`src/rtl/adder_subtractor_binary_serial_if.sv`:
```
// Operand/result handshake bundle for the serial adder-subtractor.
// master drives operands and output_ready; slave drives results.
interface adder_subtractor_binary_serial_if #(
  parameter int WORD_WIDTH = 0
);
  logic                  input_valid;
  logic                  input_ready;
  logic [WORD_WIDTH-1:0] A;
  logic [WORD_WIDTH-1:0] B;
  logic                  add_sub;
  logic                  first;
  logic                  last;
  logic                  output_valid;
  logic                  output_ready;
  logic [WORD_WIDTH-1:0] sum;
  logic                  carry_out;
  logic [WORD_WIDTH-1:0] carryin;
  logic                  overflow;
  logic                  result_last;

  modport master (
    output input_valid, A, B, add_sub, first, last, output_ready,
    input  input_ready, output_valid, sum, carry_out, carryin,
    input  overflow, result_last
  );

  modport slave (
    input  input_valid, A, B, add_sub, first, last, output_ready,
    output input_ready, output_valid, sum, carry_out, carryin,
    output overflow, result_last
  );
endinterface

```
`src/rtl/adder_subtractor_binary_serial.sv`:
```
// Word-serial multiword add/subtract, LS word first, one output register.
// Ports: clock, reset_n (async low), bus (slave modport: operand in,
// result out). Macro ADDER_SUBTRACTOR_SERIAL_CARRYIN_EN enables the
// per-bit carryin vector and the overflow flag; otherwise both are 0.
module adder_subtractor_binary_serial #(
  parameter int WORD_WIDTH = 0
) (
  input  logic                             clock,
  input  logic                             reset_n,
  adder_subtractor_binary_serial_if.slave  bus
);

  typedef enum logic {
    IDLE,
    CHAIN
  } state_t;

  state_t                state;
  logic                  carry;
  logic                  mode;
  logic                  out_valid;
  logic [WORD_WIDTH-1:0] sum_q;
  logic                  co_q;
  logic                  rl_q;

  logic                  in_xfer;
  logic                  out_xfer;
  logic                  is_first;
  logic                  mode_n;
  logic                  cin;
  logic [WORD_WIDTH-1:0] b_eff;
  logic [WORD_WIDTH-1:0] sum_n;
  logic                  co_n;

  assign bus.input_ready = !out_valid || bus.output_ready;

  assign in_xfer  = bus.input_valid && bus.input_ready;
  assign out_xfer = out_valid && bus.output_ready;

  // IDLE forces first-word treatment, so a stray first=0 after
  // reset or after a last word still starts a fresh chain.
  assign is_first = bus.first || (state == IDLE);
  assign mode_n   = is_first ? bus.add_sub : mode;
  assign cin      = is_first ? bus.add_sub : carry;
  assign b_eff    = mode_n ? ~bus.B : bus.B;

  assign {co_n, sum_n} = {1'b0, bus.A} + {1'b0, b_eff}
                       + {{WORD_WIDTH{1'b0}}, cin};

  always_ff @(posedge clock or negedge reset_n) begin
    if (!reset_n) begin
      state     <= IDLE;
      carry     <= 1'b0;
      mode      <= 1'b0;
      out_valid <= 1'b0;
      sum_q     <= '0;
      co_q      <= 1'b0;
      rl_q      <= 1'b0;
    end else if (in_xfer) begin
      state     <= bus.last ? IDLE : CHAIN;
      carry     <= co_n;
      mode      <= mode_n;
      out_valid <= 1'b1;
      sum_q     <= sum_n;
      co_q      <= co_n;
      rl_q      <= bus.last;
    end else if (out_xfer) begin
      out_valid <= 1'b0;
    end
  end

  assign bus.output_valid = out_valid;
  assign bus.sum          = sum_q;
  assign bus.carry_out    = co_q;
  assign bus.result_last  = rl_q;

`ifdef ADDER_SUBTRACTOR_SERIAL_CARRYIN_EN
  logic [WORD_WIDTH-1:0] ci_n;
  logic [WORD_WIDTH-1:0] ci_q;
  logic                  ov_n;
  logic                  ov_q;

  // Sum bit = a ^ b ^ carry-in, so the xor recovers each carry-in.
  assign ci_n = bus.A ^ b_eff ^ sum_n;
  assign ov_n = bus.last && (ci_n[WORD_WIDTH-1] ^ co_n);

  always_ff @(posedge clock or negedge reset_n) begin
    if (!reset_n) begin
      ci_q <= '0;
      ov_q <= 1'b0;
    end else if (in_xfer) begin
      ci_q <= ci_n;
      ov_q <= ov_n;
    end
  end

  assign bus.carryin  = ci_q;
  assign bus.overflow = ov_q;
`else
  assign bus.carryin  = '0;
  assign bus.overflow = 1'b0;
`endif

endmodule

```
`src/flat_wrapper.sv`:
```
// flat-port wrapper written by rule: the top's interface ports become plain ports
module adder_subtractor_binary_serial_flat 
#(
  parameter int WORD_WIDTH = 0
)
  (clock, reset_n, bus_input_valid, bus_A, bus_B, bus_add_sub, bus_first, bus_last, bus_output_ready, bus_input_ready, bus_output_valid, bus_sum, bus_carry_out, bus_carryin, bus_overflow, bus_result_last);
  adder_subtractor_binary_serial_if #(.WORD_WIDTH(WORD_WIDTH)) bus_i ();
  input  logic clock;
  input  logic reset_n;
  input wire logic [$bits(bus_i.input_valid)-1:0] bus_input_valid;
  input wire logic [$bits(bus_i.A)-1:0] bus_A;
  input wire logic [$bits(bus_i.B)-1:0] bus_B;
  input wire logic [$bits(bus_i.add_sub)-1:0] bus_add_sub;
  input wire logic [$bits(bus_i.first)-1:0] bus_first;
  input wire logic [$bits(bus_i.last)-1:0] bus_last;
  input wire logic [$bits(bus_i.output_ready)-1:0] bus_output_ready;
  output wire logic [$bits(bus_i.input_ready)-1:0] bus_input_ready;
  output wire logic [$bits(bus_i.output_valid)-1:0] bus_output_valid;
  output wire logic [$bits(bus_i.sum)-1:0] bus_sum;
  output wire logic [$bits(bus_i.carry_out)-1:0] bus_carry_out;
  output wire logic [$bits(bus_i.carryin)-1:0] bus_carryin;
  output wire logic [$bits(bus_i.overflow)-1:0] bus_overflow;
  output wire logic [$bits(bus_i.result_last)-1:0] bus_result_last;
  assign bus_i.input_valid = bus_input_valid;
  assign bus_i.A = bus_A;
  assign bus_i.B = bus_B;
  assign bus_i.add_sub = bus_add_sub;
  assign bus_i.first = bus_first;
  assign bus_i.last = bus_last;
  assign bus_i.output_ready = bus_output_ready;
  assign bus_input_ready = bus_i.input_ready;
  assign bus_output_valid = bus_i.output_valid;
  assign bus_sum = bus_i.sum;
  assign bus_carry_out = bus_i.carry_out;
  assign bus_carryin = bus_i.carryin;
  assign bus_overflow = bus_i.overflow;
  assign bus_result_last = bus_i.result_last;
  adder_subtractor_binary_serial #(.WORD_WIDTH(WORD_WIDTH)) u_core (.clock(clock), .reset_n(reset_n), .bus(bus_i));
endmodule
```
`config.mk`:
```
export PLATFORM = sky130hd
export DESIGN_NAME = adder_subtractor_binary_serial_flat
export DESIGN_NICKNAME = d
export VERILOG_FILES = /design/src/rtl/adder_subtractor_binary_serial_if.sv /design/src/rtl/adder_subtractor_binary_serial.sv /design/src/flat_wrapper.sv
export SDC_FILE = /design/constraint.sdc
export NUM_CORES = 1
export LEC_CHECK = 0
export ABC_CLOCK_PERIOD_IN_PS = 2800
export CORE_AREA = 2 2 39 41
export CTS_CLUSTER_DIAMETER = 30
export CTS_CLUSTER_SIZE = 10
export DETAILED_ROUTE_END_ITERATION = 10
export DIE_AREA = 0 0 41 43
export GPL_TIMING_DRIVEN = 0
export PLACE_DENSITY_LB_ADDON = 0.25
export REMOVE_ABC_BUFFERS = 1
export SYNTH_ARGS = -nofsm -noshare
export SYNTH_HDL_FRONTEND = slang
export SYNTH_SLANG_ARGS = --single-unit
```
`constraint.sdc`:
```
create_clock -name clock -period 2.8 [get_ports clock]
set_input_delay 0.7 -clock clock [delete_from_list [all_inputs] [get_ports clock]]
set_output_delay 0.7 -clock clock [all_outputs]
set_load 0.01 [all_outputs]
```
# Word level (Yosys, flattened, before mapping)
# Index checks and enable logic that the tools add are counted.
classes:
  n_bitwise: 2
  reduce_logical: 6
  n_mux: 6
  n_lt_le_gt_ge: 0
  n_eq_ne: 0
  add_sub_neg: 2
  shift: 0
  n_div: 0
  multipliers: 0
op_table:
  columns: ["cell", "count"]
  rows:
  - ["$mux W1", 5]
  - ["$add A2 B2 Y3", 1]
  - ["$add A3 B1 Y3", 1]
  - ["$logic_and A1 B1 Y1", 2]
  - ["$logic_or A1 B1 Y1", 2]
  - ["$mux W2", 1]
  - ["$not A2 Y2", 1]
  - ["$reduce_bool A2 Y1", 1]
  - ["$logic_not A1 Y1", 1]
  - ["$not A1 Y1", 1]
word_totals:
  input_bits: 11
  latchBits: 0
  mem_bits_ro: 0
  elab_cells: 22
  mem_bits_rw: 0
  output_inout_bits: 9
  ff_bits: 7
  n_memories: 0

# Longest topological paths before layout
# Gate-level depths: netlist of the first run.
logic_depth:
  word_depth: 6
  depth_mapped: 7
  ltp_nobuf: 7

# Worst setup path after synthesis of the first run
# No wires, ideal clock.
synth_path:
  kind: "input to register"
  start: "input bus_first"
  end: "register u_core.sum_q[-1] (netlist: u_core.bus.sum[-1])"
  setup_time_ps: 125
  required_ps: 2675
  cell_stages: 7
  t_arrival_ps: 2277
  slack_ps: 398
  path_buffers: 0
  path_cell_list: "nand2b_4 -> mux2i_2 -> xor2_1 -> fa_1 -> inv_1 -> fa_1 -> mux2_2"
synth_between:
  elab_chain_cells: 5
  word_cells_on_any_way: 6
  cone_classes: "2 x add/sub; 3 x mux; 1 x reduce/logical"
synth_lines:
  columns: ["item", "line", "rtl"]
  rows:
  - ["start, declared", "flat_wrapper.sv:14", "input wire logic [$bits(bus_i.first)-1:0] bus_first;"]
  - ["$logic_or A1 B1 Y1 (*)", "adder_subtractor_binary_serial.sv:42", "assign is_first = bus.first || (state == IDLE);"]
  - ["$mux W1", "adder_subtractor_binary_serial.sv:43", "assign mode_n = is_first ? bus.add_sub : mode;"]
  - ["$mux W2", "adder_subtractor_binary_serial.sv:45", "assign b_eff = mode_n ? ~bus.B : bus.B;"]
  - ["$add A2 B2 Y3", "adder_subtractor_binary_serial.sv:47", "assign {co_n, sum_n} = {1'b0, bus.A} + {1'b0, b_eff}"]
  - ["$add A3 B1 Y3 (*)", "adder_subtractor_binary_serial.sv:48", "+ {{WORD_WIDTH{1'b0}}, cin};"]
  - ["via u_core.sum_n[-1]", "adder_subtractor_binary_serial.sv:32", "logic [WORD_WIDTH-1:0] sum_n;"]
  - ["end signal, assigned", "adder_subtractor_binary_serial.sv:64", "sum_q <= sum_n;"]
  - ["end, declared", "adder_subtractor_binary_serial.sv:22", "logic [WORD_WIDTH-1:0] sum_q;"]
# The timed path passes the listed nets; every way through them passes the cells marked *.
# A chain may end at the register's enable or synchronous reset.

# Worst setup path after layout of the first run
# Ends and elaborated chain as after synthesis.

==> reports/results.ini, run 1 <==
[outcome]
status = completed

[worst_setup_path]
cp-startpoint = bus_first
timing.rr.start = u_core.state
crit_fanout = 3
critical_path_class = input pin to flop
crit_arrival_ns = 2.82
rrSetupSlack_ns = 0.65
cp_slowest_stage_delay_ns = 0.46
cp_slowest_cell = clkdlybuf4s50_1
cp-start-kind = input pin
cp_common_cell = fa_1
cp-end-kind = flop
r2r-end = u_core.bus.sum[-1]
r2r_cells = 7
crit_path_cell_trace = clkdlybuf4s50_1 -> nand2b_4 -> mux2i_2 -> xor2_1 -> fa_1 -> inv_1 -> fa_1 -> mux2_2
required_ns = 2.93
endpoint = u_core.bus.sum[-1]

[clock_network]
cts_tree = done
clock-sinks = 7
cts-resized-gates = 0
htree_levels = 1
clock-root-buffer = clkbuf_4
cts_setup_buffers = 0
cts-buffers-inserted = 3
cts_hold_buffers = 0
clk_latency_ns = 0.25
cts_buffer_depth = 2
clkTransAtPathRegs_ns = 0.05

[routing]
wl_um = 660
vias = 277
dr.pass1.iters = 1
drc_errors = 0
ant_nets = 0
drtIter0Drc = 0
via_per_inst = 4.13
wl_per_cell_um = 9.85

[power_and_ir_drop]
seq_power_share = 0.383
peakVddDrop_mv = 0.306
combPwrFrac = 0.370
cellPowerDensity_nw_per_um2 = 633
power.total_mw = 0.376
p_int_mw = 0.270
p_switching_mw = 0.106
power.share.clock = 0.247
p_sw_frac = 0.283
leakagePower_nw = 0.268

[synth]
syn_inst = 32
synth-seq-cells = 7
yosysWarnings = 0
syn_area_um2 = 403
synth-seq-area-share = 0.435
avgSynthCellArea_um2 = 12.6
synth_cell_types = 16

[placement]
port_buffers = 16
dp_cells = 63
hpwl_um = 532
gp_congestion = 0.617

[finish]
final_common_cell = clkdlybuf4s50_1
final-seq-area_um2 = 175
layout_common_cells = clkdlybuf4s50_1 (16), dfrtp_1 (7), mux2_2 (4)
final_cells = 67
multi_input_area_um2 = 201
num-nets-final = 65
antenna_cells = 0
final_layout_size_suffix_gt1_frac = 0.196
area_growth_pct = 47.5
num-fill-cells = 149

[timing]
finalHoldViolations = 0
finalCritPeriodShare = 0.961
tns_ns = 0
max_freq_mhz = 371
setup_violations = 0
drv_slew = 0
min_period_ns = 2.69
finClkSkew_ns = 0.00455
rsz0062_at_grt = no

[grt]
grt_antenna_before_repair = 0
gr-total-overflow = 0
grt_max_degree = 8
met3_usage = 0.0524
grt_usage = 0.0892
grt_pass1_vias = 250
gr-usage-met1 = 0.113
grt_pass1_wl_um = 979
grt_util_met2 = 0.100
grt-busiest-layer = met1

[die]
die_w_um = 41
core_area_um2 = 1380
dieArea_um2 = 1760
num_io_pins = 20
start_util = 0.291
die_y_um = 43
core.rowCount = 14

[min_path]
min-delay-path-class = flop to flop

[flow_run]
maxCapViolCount = 0

cell usage after synthesis, drive strengths merged:
library cell  n  area [µm²]
mux2          4        45.0
nand2         1        3.75
dfrtp         7         175
nand2b        3        33.8
a21oi         1        5.00
fa            2        40.0
xor2          1        8.76
buf           3        22.5
nand3         1        5.00
conb          1        3.75
inv           3        11.3
mux2i         3        33.8
xnor2         1        8.76
a31oi         1        6.26
critical path, delay by kind of cell:
family | cells | cell delay (ns)
AND/OR/NAND/NOR | 1 | 0.14
multiplexers | 2 | 0.54
adder cells (fa/ha/maj) | 2 | 0.79
XOR/XNOR | 1 | 0.12
buffers and inverters | 2 | 0.53
metrics by stage:
| stage | area [µm²] | util | setup slack [ns] | hold slack (ns) |
|---|---|---|---|---|
| 2_1_floorplan | 388 | - | 0.398 | 0.404 |
| 3_3_place_gp | 568 | 0.410 | -0.163 | 0.487 |
| 3_5_place_dp | 568 | 0.410 | -0.159 | 0.497 |
| 4_1_cts | 594 | 0.429 | 0.0981 | 0.509 |
| 5_1_grt | 594 | 0.429 | 0.0274 | 0.521 |
| 6_report | 594 | 0.429 | 0.108 | 0.505 |
per-layer routing:
layer  vias to the layer above  part of all wire
met1                       127              0.40
met4                         0                 0
li1                        136                 -
met3                         0              0.11
met5                         -                 0
met2                        14              0.49
flip-flops by register name, summed over array words and instances (netlist names):
signal,cells
u_core.bus.output_valid,1
u_core.bus.result_last,1
u_core.bus.sum,1
u_core.bus.sum[-1],1
u_core.carry,1
u_core.mode,1
u_core.state,1
final cells by class:
class | instances | share of cell area
inverter | 3 | 0.0189
sequential | 7 | 0.295
timing repair buffer | 16 | 0.269
clock buffer | 4 | 0.0442
tap | 16 | 0.0337
multi-input combinational | 21 | 0.339
cells by family (layout without fill, tap and decap cells):
kind of cell	after synthesis	in the layout	share of synthesized area
flops	7	7	0.435
simple gates	5	5	0.106
mux	7	7	0.196
buf+inv	6	23	0.0838
xor+xnor	2	2	0.0435
compound gates	2	2	0.0279
other cells	1	3	0.00931
fa+ha+maj	2	2	0.0994
power groups by stage:
stage | registers (mW) | clock network, mW | logic (mW)
final | 0.144 | 0.0928 | 0.139
after floorplan | 0.157 | 0 | 0.0568
after CTS | 0.145 | 0.0982 | 0.142
after global placement | 0.146 | 0 | 0.140
after detailed placement | 0.147 | 0 | 0.142
after global routing | 0.147 | 0.103 | 0.152
how the worst min path moves through the flow:
stage                                       from                      end  cells past startpoint
after floorplan                          reset_n  u_core.bus.output_valid                      0
after global placement    u_core.bus.result_last   u_core.bus.result_last                      1
after CTS                     u_core.bus.sum[-1]       u_core.bus.sum[-1]                      1
final                         u_core.bus.sum[-1]       u_core.bus.sum[-1]                      1
after global routing          u_core.bus.sum[-1]       u_core.bus.sum[-1]                      1
after detailed placement      u_core.bus.sum[-1]       u_core.bus.sum[-1]                      1
Note: power is estimated with default switching activity, not from simulation.
==> run 2: changes to the inputs <==
--- a/config.mk
+++ b/config.mk
@@ -5,7 +5,7 @@
 export SDC_FILE = /design/constraint.sdc
 export NUM_CORES = 1
 export LEC_CHECK = 0
-export ABC_CLOCK_PERIOD_IN_PS = 2800
+export ABC_CLOCK_PERIOD_IN_PS = 2400
 export CORE_AREA = 2 2 39 41
 export CTS_CLUSTER_DIAMETER = 30
 export CTS_CLUSTER_SIZE = 10
==> constraint.sdc (replaced) <==
create_clock -name clock -period 2.4 [get_ports clock]
set_input_delay 0.6 -clock clock [delete_from_list [all_inputs] [get_ports clock]]
set_output_delay 0.6 -clock clock [all_outputs]
set_load 0.01 [all_outputs]
==> reports/results.ini, run 2 (synthesis results as in run 1) <==
[outcome]
status = completed  ; unchanged

[worst_setup_path]
critPathBufInv = 2  ; unchanged
cp_slowest_stage_delay_ns = 0.38  ; was 0.46 ns
crit_path_cell_trace = dlygate4sd2_1 -> nand2b_4 -> mux2i_4 -> xor2_2 -> fa_2 -> inv_2 -> fa_1 -> mux2_4  ; was clkdlybuf4s50_1 -> nand2b_4 -> mux2i_2 -> xor2_1 -> fa_1 -> inv_1 -> fa_1 -> mux2_2
cp_slowest_cell = fa_2  ; was clkdlybuf4s50_1
r2r-end = u_core.bus.sum[-1]  ; unchanged
r2r_cells = 7  ; unchanged
rrSetupSlack_ns = 0.31  ; was 0.65 ns
required_ns = 2.53  ; was 2.93 ns
cp-startpoint = bus_first  ; unchanged
crit_arrival_ns = 2.46  ; was 2.82 ns
cp-end-kind = flop  ; unchanged
cp-start-kind = input pin  ; unchanged
timing.rr.start = u_core.state  ; unchanged
critical_path_class = input pin to flop  ; unchanged
crit_fanout = 2  ; was 3
critPathTopFamily = adder cells  ; unchanged

[power_and_ir_drop]
cellPowerDensity_nw_per_um2 = 732  ; was 633 nW/µm²
peakVddDrop_mv = 0.375  ; was 0.306 mV
leakagePower_nw = 0.285  ; was 0.268 nW
p_sw_frac = 0.286  ; was 0.283
power.share.clock = 0.237  ; was 0.247
p_int_mw = 0.329  ; was 0.270 mW
seq_power_share = 0.369  ; was 0.383
p_switching_mw = 0.132  ; was 0.106 mW
combPwrFrac = 0.395  ; was 0.370

[min_path]
min-delay-path-class = flop to flop  ; unchanged
hold_depth = 1  ; unchanged
min-delay-start = u_core.bus.sum[-1]  ; unchanged
whs_endpoint = u_core.bus.sum[-1]  ; unchanged

[die]
die_w_um = 41  ; unchanged
core.rowCount = 14  ; unchanged
dieArea_um2 = 1760  ; unchanged
die_y_um = 43  ; unchanged
num_io_pins = 20  ; unchanged
core_area_um2 = 1380  ; unchanged
start_util = 0.291  ; unchanged

[routing]
drc_errors = 0  ; unchanged
wl_per_cell_um = 9.77  ; was 9.85 µm
ant_nets = 0  ; unchanged
dr.pass1.iters = 2  ; was 1
vias = 280  ; was 277
drtIter0Drc = 2  ; was 0
via_per_inst = 4.06  ; was 4.13
wl_um = 674  ; was 660 µm

[clock_network]
cts-buffers-inserted = 3  ; unchanged
cts_tree = done  ; unchanged
clk_latency_ns = 0.25  ; about the same
cts_hold_buffers = 0  ; unchanged
cts_buffer_depth = 2  ; unchanged
clkTransAtPathRegs_ns = 0.05  ; about the same
clock-sinks = 7  ; unchanged
htree_levels = 1  ; unchanged
clock-root-buffer = clkbuf_4  ; unchanged

[placement]
post-place-ws_ns = -0.459  ; was -0.159 ns
hpwl_um = 532  ; unchanged
gp_congestion = 0.617  ; unchanged
dp_cells = 63  ; unchanged
port_buffers = 16  ; unchanged

[timing]
finalCritPeriodShare = 0.971
worst_slack_ns = 0.0697  ; was 0.108 ns
setup_violations = 0  ; unchanged
finClkSkew_ns = 0.00204  ; was 0.00455 ns
drv_slew = 0  ; unchanged
min_period_ns = 2.33
max_freq_mhz = 429
rsz0062_at_grt = no  ; unchanged
finalHoldViolations = 0  ; unchanged

[finish]
layout_common_cells = clkdlybuf4s50_1 (14), dfrtp_1 (7), mux2_2 (3), conb_1 (3), clkbuf_4 (3)  ; was clkdlybuf4s50_1 (16), dfrtp_1 (7), mux2_2 (4)
final_common_cell = clkdlybuf4s50_1  ; unchanged
final_cells = 69  ; was 67
num-nets-final = 67  ; was 65
multi_input_area_um2 = 224  ; was 201 µm²
final-seq-area_um2 = 175  ; unchanged
antenna_cells = 0  ; unchanged
final_layout_size_suffix_gt1_frac = 0.283  ; was 0.196
num-fill-cells = 146  ; was 149
area_growth_pct = 56.2  ; was 47.5%

[grt]
grt_antenna_before_repair = 0  ; unchanged
gr-total-overflow = 0  ; unchanged
grt_max_degree = 8  ; unchanged
grt_pass1_wl_um = 993  ; was 979 µm
grt_pass1_vias = 253  ; was 250
grt_usage = 0.0904  ; was 0.0892

[flow_run]
maxCapViolCount = 0  ; unchanged

-- run 2: changes by cell type in the layout (fill, tap and decap cells not counted), sizes merged --
| cell | delta |
|---|---|
| dlygate4sd2 | +2 |
| buf | +2 |
| clkdlybuf4s50 | -2 |
-- run 2: area by class of cell --
type / instances / area share
flip-flops and latches: 7 / 0.278
multi-input cells: 21 / 0.356
clock buffers: 4 / 0.0417
repair buffers: 18 / 0.274
inverters: 3 / 0.0179
well taps: 16 / 0.0318
-- run 2: how the worst max path moves through the flow --
stage	cells past startpoint	to	slack, ns
after detailed placement	8	u_core.bus.sum[-1]	-0.46
after global routing	8	u_core.bus.sum[-1]	0.04
after global placement	8	u_core.bus.sum[-1]	-0.46
after CTS	3	bus_input_ready	0.07
after floorplan	7	u_core.bus.sum[-1]	0.1
final	8	u_core.bus.sum[-1]	0.07
-- run 2: worst register-to-register path, stage by stage, from the launching register on --
cell and delay (ns):
dfrtp_1 0.41, nand2b_4 0.10, mux2i_4 0.26, xor2_2 0.11
fa_2 0.38, inv_2 0.06, fa_1 0.38, mux2_4 0.27
-- run 2: repair_timing --
action | in CTS | in global routing
gates resized for setup | 7 | 0
setup endpoints to repair | 2 | 0
buffers inserted | 2 | 0
endpoints found under the hold margin | 0 | 0
-- run 2: power groups by stage --
stage	Combinational (mW)	Sequential [mW]	Clock, mW
finish	0.182	0.170	0.109
global route	0.198	0.174	0.120
CTS	0.186	0.171	0.115
global placement	0.163	0.170	0
detailed placement	0.165	0.171	0
floorplan	0.0663	0.183	0
-- run 2: metal layers --
| layer | track usage | part of all wire | vias to the layer above |
|---|---|---|---|
| met2 | 0.100 | 0.48 | 12 |
| met5 | 0 | 0 | - |
| met3 | 0.0524 | 0.10 | 0 |
| met1 | 0.117 | 0.41 | 129 |
| met4 | 0.0800 | 0 | 0 |
| li1 | - | - | 139 |
-- run 2: per-stage QoR --
step / util / TNS [ns] / hold slack, ns / power (mW) / instance area (µm²)
floorplan: - / 0 / 0.304 / 0.249 / 388
global placement: 0.410 / -0.740 / 0.487 / 0.333 / 568
detailed placement: 0.410 / -0.733 / 0.497 / 0.336 / 568
CTS: 0.455 / 0 / 0.511 / 0.471 / 629
global route: 0.455 / 0 / 0.524 / 0.492 / 629
finish: 0.455 / 0 / 0.508 / 0.460 / 629
